===== src/rtl/glip_uart_pkg.sv =====
// Shared definitions for the GLIP UART egress path.
//   ESCAPE_DEFAULT : marker byte that opens a credit message and is doubled
//                    when it appears in payload data.
//   state_t / ST_* : scheduler FSM encoding.
//   CRED_W         : internal width of a latched credit count.
package glip_uart_pkg;

  localparam logic [7:0] ESCAPE_DEFAULT = 8'hFE;

  localparam int CRED_W = 14;

  typedef logic [2:0] state_t;

  localparam state_t ST_IDLE     = 3'd0;
  localparam state_t ST_DATA     = 3'd1;
  localparam state_t ST_DATA_ESC = 3'd2;
  localparam state_t ST_CRED_HDR = 3'd3;
  localparam state_t ST_CRED_HI  = 3'd4;
  localparam state_t ST_CRED_LO  = 3'd5;

endpackage


===== src/rtl/glip_uart_tx_scheduler.sv =====
// Egress byte scheduler between out_fifo and glip_uart_transmit.
// Arbitrates between payload bytes and credit messages (credit has fixed
// priority), escapes payload bytes equal to ESCAPE by doubling them, and
// frames credit counts as ESCAPE, {0,credit[13:7]}, {0,credit[6:0]}.
//
// Ports:
//   clk, rst_n                 clock, async active-low reset
//   data_in_data/valid/ready   FWFT payload source; ready is the pop strobe
//   credit_req/value/ack       credit message request (level), count, done pulse
//   tx_data/enable/done/hold   byte transmitter handshake, hold = CTS stop
//   busy                       FSM not idle
module glip_uart_tx_scheduler
  import glip_uart_pkg::*;
#(
  parameter int         CREDIT_WIDTH = 12,
  parameter logic [7:0] ESCAPE       = ESCAPE_DEFAULT
) (
  input  logic                    clk,
  input  logic                    rst_n,
  input  logic [7:0]              data_in_data,
  input  logic                    data_in_valid,
  output logic                    data_in_ready,
  input  logic                    credit_req,
  input  logic [CREDIT_WIDTH-1:0] credit_value,
  output logic                    credit_ack,
  output logic [7:0]              tx_data,
  output logic                    tx_enable,
  input  logic                    tx_done,
  input  logic                    tx_hold,
  output logic                    busy
);

  state_t            state_q, state_d;
  logic [7:0]        byte_q, byte_d;
  logic [CRED_W-1:0] cred_q, cred_d;
  logic [7:0]        tx_data_q, tx_data_d;
  logic              en_q, en_d;
  logic              grant_data;
  logic              byte_done;

  always_comb begin
    state_d    = state_q;
    byte_d     = byte_q;
    cred_d     = cred_q;
    tx_data_d  = tx_data_q;
    en_d       = en_q;
    grant_data = 1'b0;
    // tx_done only counts while a byte is actually requested
    byte_done  = en_q & tx_done;

    if (state_q == ST_IDLE) begin
      // rst_n gate keeps the pop strobe low while reset is held
      if (!tx_hold && rst_n) begin
        if (credit_req) begin
          cred_d    = CRED_W'(credit_value);
          tx_data_d = ESCAPE;
          state_d   = ST_CRED_HDR;
        end else if (data_in_valid) begin
          grant_data = 1'b1;
          byte_d     = data_in_data;
          tx_data_d  = data_in_data;
          state_d    = ST_DATA;
        end
      end
    end else if (byte_done) begin
      // Next byte is loaded here; en drops for the entry cycle of the
      // next state, which gives the mandatory gap between requests.
      en_d = 1'b0;
      case (state_q)
        ST_DATA: begin
          if (byte_q == ESCAPE) begin
            tx_data_d = ESCAPE;
            state_d   = ST_DATA_ESC;
          end else begin
            state_d = ST_IDLE;
          end
        end
        ST_CRED_HDR: begin
          tx_data_d = {1'b0, cred_q[13:7]};
          state_d   = ST_CRED_HI;
        end
        ST_CRED_HI: begin
          tx_data_d = {1'b0, cred_q[6:0]};
          state_d   = ST_CRED_LO;
        end
        default: state_d = ST_IDLE;
      endcase
    end else if (!en_q && !tx_hold) begin
      // hold is only consulted before starting a byte
      en_d = 1'b1;
    end
  end

  always_ff @(posedge clk or negedge rst_n) begin
    if (!rst_n) begin
      state_q   <= ST_IDLE;
      byte_q    <= 8'h00;
      cred_q    <= '0;
      tx_data_q <= 8'h00;
      en_q      <= 1'b0;
    end else begin
      state_q   <= state_d;
      byte_q    <= byte_d;
      cred_q    <= cred_d;
      tx_data_q <= tx_data_d;
      en_q      <= en_d;
    end
  end

  assign data_in_ready = grant_data;
  assign credit_ack    = byte_done && (state_q == ST_CRED_LO);
  assign tx_data       = tx_data_q;
  assign tx_enable     = en_q;
  assign busy          = (state_q != ST_IDLE);

endmodule


===== config.mk =====
export PLATFORM = sky130hd
export DESIGN_NAME = glip_uart_tx_scheduler
export DESIGN_NICKNAME = d
export VERILOG_FILES = /design/src/rtl/glip_uart_pkg.sv /design/src/rtl/glip_uart_tx_scheduler.sv
export SDC_FILE = /design/constraint.sdc
export NUM_CORES = 1
export LEC_CHECK = 0
export ABC_AREA = 0
export CAP_MARGIN = 20
export CORE_UTILIZATION = 48
export DETAILED_ROUTE_END_ITERATION = 12
export GPL_TIMING_DRIVEN = 0
export PLACE_DENSITY_LB_ADDON = 0.15
export SLEW_MARGIN = 25
export SYNTH_ARGS = -nofsm -noshare
export SYNTH_HDL_FRONTEND = slang
export SYNTH_SLANG_ARGS = --single-unit

===== constraint.sdc =====
create_clock -name clk -period 2.6 [get_ports clk]
set_input_delay 0.26 -clock clk [delete_from_list [all_inputs] [get_ports clk]]
set_output_delay 0.26 -clock clk [all_outputs]
set_load 0.05 [all_outputs]

After elaboration in Yosys (flattened, before gate mapping)
Cells that the tools add are included.

Bits in latches: 0. Bits in writable memories: 0. Memories kept: 0. Logic and storage cells: 51. Register bits: 32. Memory bits (read-only): 0. Output and inout bits: 12.

Reduce and logical (&&, ||, !) cells: 15. Equality and inequality tests: 8. Magnitude comparators: 0. Bitwise gates (word level): 3. Divide/modulo/power cells: 0. Add/sub/neg operators: 0. Mux-type cells: 20. Shifts and indexed selects: 0. Multipliers: 0.

Operators with widths (number): $mux 8 (6); $pmux 8 s3 (1); $mux 3 (5); $pmux 3 s3 (1); $eq 8x8->1 const B (1); $eq 3x3->1 const B (2); $mux 1 (6); $ne 3x3->1 const B (2); $reduce_and 3->1 (2); $reduce_and 5->1 (1); $reduce_and 4->1 (1); $reduce_bool 2->1 (2); $reduce_bool 4->1 (1); $eq 3x1->1 const B (1); $eq 3x2->1 const B (1); $logic_and 1x1->1 (3); $logic_not 3->1 (1); $reduce_bool 3->1 (1); $logic_not 1->1 (2); $mux 2 (1); $ne 2x1->1 const B (1); $not 1->1 (2); $reduce_and 2->1 (1); $and 1x1->1 (1).

Longest topological paths before layout
Depth after elaboration: 5. Depth in mapped cells: 9. Mapped depth without buffers: 7.

Worst setup path after synthesis
No wires, ideal clock.

Path kind: register -> output. Start: reg en_q (netlist: tx_enable). End: out credit_ack. Stages on the path, launching flop included: 3. Data arrival time: 2.449 ns. Path slack: -0.109 ns. Path through: dfrtp_1 > nand2_1 > nor4b_1.

Word-level cells in the longest chain between the ends: 2.

Ends and longest elaborated chain: from (decl) (line glip_uart_tx_scheduler.sv:37) `logic en_q, en_d;`; from (signal assigned) (line glip_uart_tx_scheduler.sv:106) `en_q <= en_d;`; $and 1x1->1 (line glip_uart_tx_scheduler.sv:49) `byte_done = en_q & tx_done;`; $logic_and 1x1->1 (line glip_uart_tx_scheduler.sv:111) `assign credit_ack = byte_done && (state_q == ST_CRED_LO);`; to (decl) (line glip_uart_tx_scheduler.sv:25) `output logic credit_ack,`.

No other way between the ends.

Worst setup path in the final report
Start: reg state_q[0]. End: out data_in_ready.

Word-level cells in the longest chain between the ends: 2.

Ends and longest elaborated chain: from (decl) (line glip_uart_tx_scheduler.sv:33) `state_t state_q, state_d;`; from (signal assigned) (line glip_uart_tx_scheduler.sv:102) `state_q <= state_d;`; $logic_not 3->1 (line glip_uart_tx_scheduler.sv:51) `if (state_q == ST_IDLE) begin`; $mux 1 (line glip_uart_tx_scheduler.sv:51); to (decl) (line glip_uart_tx_scheduler.sv:22) `output logic data_in_ready,`.

No other way between the ends.

==> summary.txt <==
Clock network
  • Clk_lat worst skew: roughly 0.33 ns
  • H-tree levels: 2
  • Clock Tree Buf Depth: 2
  • CTS tree: built
  • Root buf cell: clkbuf_4
  • Num CTS Buffers: 5
  • Setup Buffers After CTS: 0
  • Clk pin slew, worst setup/hold paths: between 0.1 and 0.15 ns
  • Num Clock Sinks: 32

Synthesis
  • Mean Syn Cell Area: roughly 13 µm²
  • Mapped Area: roughly 1500 µm²
  • Synthesized net count: between 100 and 150
  • Cell variety after synth: 31
  • Top_reg_cell synth: dfrtp_1
  • Post-synth EDFFs: 0
  • Post-synthesis sequential area ratio: around 53%
  • Mapped Cells: approximately 120
  • Synth top area cells: dfrtp_1 (53%), mux2_2 (15%), mux2_4 (5.9%), nor2_1 (3.2%), o22ai_1 (2.5%)
  • Synth top area share: between 50 and 60%
  • Ys async rst share: 100%
  • Dominant cell type by area after synthesis: dfrtp_1
  • Synth Warn #: 0
  • Most frequent cells after synthesis: dfrtp_1 (32), mux2_2 (20), nor2_1 (13)
  • Most frequent cell after synthesis: dfrtp_1
  • Flops & latches, synth: 32

Place
  • Final Wtd Congestion: 0.885
  • Hpwl dp: around 2400 µm
  • Port bufs: 37
  • Placed Area: 1940 µm²
  • Pre-CTS WS: -0.112 ns

Hold path
  • Hold WC Path Type: in2async

GRT
  • Largest net degree at the start of global routing: 33
  • Initial antenna violation count: 0
  • Gr ovfl total: 0
  • Vias in the first global route: roughly 1200
  • All-Layer GR Usage: between 20% and 30%
  • First-pass GRT wire length: 5230 µm

Power and ir drop
  • Net Sw Power: just under 1 mW
  • VDD IR max: 0.591 mV
  • Gate power share: about 50%
  • Sw Ratio: between 30% and 40%
  • Cell Int Power: roughly 1.6 mW
  • Part of the power in registers: 34.3%
  • Cell Pwr Density: 1220 nW/µm²
  • Tot Pwr: between 2 and 3 mW
  • Clock Power Share: 17.0%
  • Static Leak: about 0.9 nW

Setup path
  • RR Startpoint: state_q[0]$_DFFE_PN0P_
  • Type of origin of the critical path: flip-flop
  • Critical path required time: roughly 2.3 ns
  • CP endpoint kind: output pin
  • Critical path fanouts, max: 9
  • Crit Path Class: reg2out
  • Critical Path AT: between 2 and 2.5 ns
  • Launch point of the worst path: state_q[0]$_DFFE_PN0P_

STA
  • Peak Freq: 0.402 GHz
  • Max-slew violations: 0
  • Hold Vio Cnt, Final: 0
  • Least-Margin Pin Slew: slightly above 0.5 ns
  • Tcrit/Tclk final: between 90% and 100%
  • Fin worst setup slack: 0.112 ns
  • Final min period: about 2.5 ns
  • Clock skew: ~0.012 ns
  • Relative slew margins: ~66%
  • Unrepaired setup endpoints after global routing: no
  • Setup TNS: 0 ns
  • Number of setup violations in the final report: 0

Drt
  • DRT Wirelength: between 3000 and 4000 µm
  • Remaining antenna violation count after routing: 0
  • DR vias: around 1100
  • Initial DRC Count: 33
  • # DRC: 0
  • Routed WL per cell: about 15 µm
  • Routed vias/inst: approximately 5.3
  • Initial DRT Pass Iterations: 4

Layout
  • Final Cell Area: slightly above 2000 µm²
  • Post-Route Utilization: 68.4%
  • Fillers: 252
  • N_diodes: 0
  • Synth-to-layout area growth: 36.5%
  • Share of cells above drive strength 1: approximately 28%
  • Final #Nets: between 150 and 200

Floorplanning
  • Std cell rows: 20
  • Initial core utilization: 50.1%
  • IO Pins: 38
  • Core area: approximately 3000 µm²
  • Die Wd: 58.2 µm
  • Chip height: roughly 58 µm
  • Die ar.: 3390 µm²

Flow run
  • Max Cap Viol: 0

Status
  • Status: finished, final reports clean
state kept, by name (all words and copies together), names as in the netlist:
signal and cells:
cred_q 12, byte_q 8, tx_enable 1, tx_data 8
state_q 3
final cells by class:
class | count | area, µm² | area share, %
Buffer | 6 | 47.5 | 2.29
Clock buffer | 7 | 65.1 | 3.14
Clock inverter | 1 | 30.0 | 1.45
Inverter | 5 | 18.8 | 0.906
Multi-Input combinational cell | 78 | 657 | 31.7
Sequential cell | 32 | 801 | 38.6
Tap cell | 44 | 55.1 | 2.66
Timing Repair Buffer | 39 | 398 | 19.2
power by group through the flow:
stage,Sequential [mW],Clock [mW],Combinational [mW]
2_1_floorplan,1.05,0,0.700
3_3_place_gp,0.863,0,1.19
3_5_place_dp,0.878,0,1.23
4_1_cts,0.869,0.437,1.23
5_1_grt,0.895,0.457,1.31
6_report,0.865,0.427,1.23
cell usage in the layout (no fill, tap or decap), types with 2 or more instances in the layout:
| cell type | Yosys | layout |
|---|---|---|
| clkdlybuf4s50_1 | 0 | 33 |
| dfrtp_1 | 32 | 32 |
| mux2_2 | 20 | 20 |
| nor2_1 | 13 | 13 |
| o22ai_1 | 6 | 6 |
| mux2_4 | 6 | 6 |
| clkbuf_4 | 0 | 6 |
| inv_1 | 5 | 5 |
| nand2_1 | 5 | 5 |
| o21ai_0 | 5 | 5 |
| buf_6 | 3 | 3 |
| buf_2 | 2 | 3 |
| mux2i_1 | 3 | 3 |
| o31a_1 | 2 | 2 |
| clkbuf_8 | 0 | 2 |
| dlymetal6s2s_1 | 0 | 2 |
worst paths after layout:
| path | end | cells after the start | slack (ns) |
|---|---|---|---|
| min reg2reg | byte_q[1]$_DFFE_PN0P_ | 1 | 0.52 |
| max reg2reg | tx_data[1]$_DFFE_PN0P_ | 9 | 0.31 |
| max | data_in_ready | 7 | 0.11 |
| min | byte_q[7]$_DFFE_PN0P_ | 3 | 0.42 |
| max in group asynchronous | state_q[1]$_DFFE_PN0P_ | 3 | 2.00 |
| min in group clk | byte_q[1]$_DFFE_PN0P_ | 1 | 0.52 |
per-layer routing:
metal  track usage, %  share of wire, %
met1             26.2                42
met2             35.1                51
met3             5.36               4.9
met4             9.52               1.6
met5                0                 0
stage by stage:
step | hold slack (ns) | cells
2_1_floorplan | -0.0356 | 121
3_3_place_gp | 0.485 | 202
3_5_place_dp | 0.347 | 202
4_1_cts | 0.417 | 212
5_1_grt | 0.430 | 212
6_report | 0.418 | 212
what timing repair did:
action / 4_1_cts / 5_1_grt
endpoints found under the setup margin: 1 / 3
endpoints found under the hold margin: 32 / 0
hold buffers: 2 / 0
gates resized for setup: 5 / 3
pin swaps: 0 / 0
worst max-delay path: stages (launching register included):
cell and delay [ns]:
dfrtp_1 0.40, buf_6 0.14, or2_1 0.24, buf_6 0.14, or3_1 0.32, buf_6 0.15, nor2_4 0.23, clkbuf_4 0.29
cell families after synthesis:
logic type | share of synthesized area [%]
flops | 52.8
mux | 22.8
simple gates | 9.57
compound gates | 10.6
buf+inv | 4.37
Note: power is estimated with default switching activity, not from simulation.
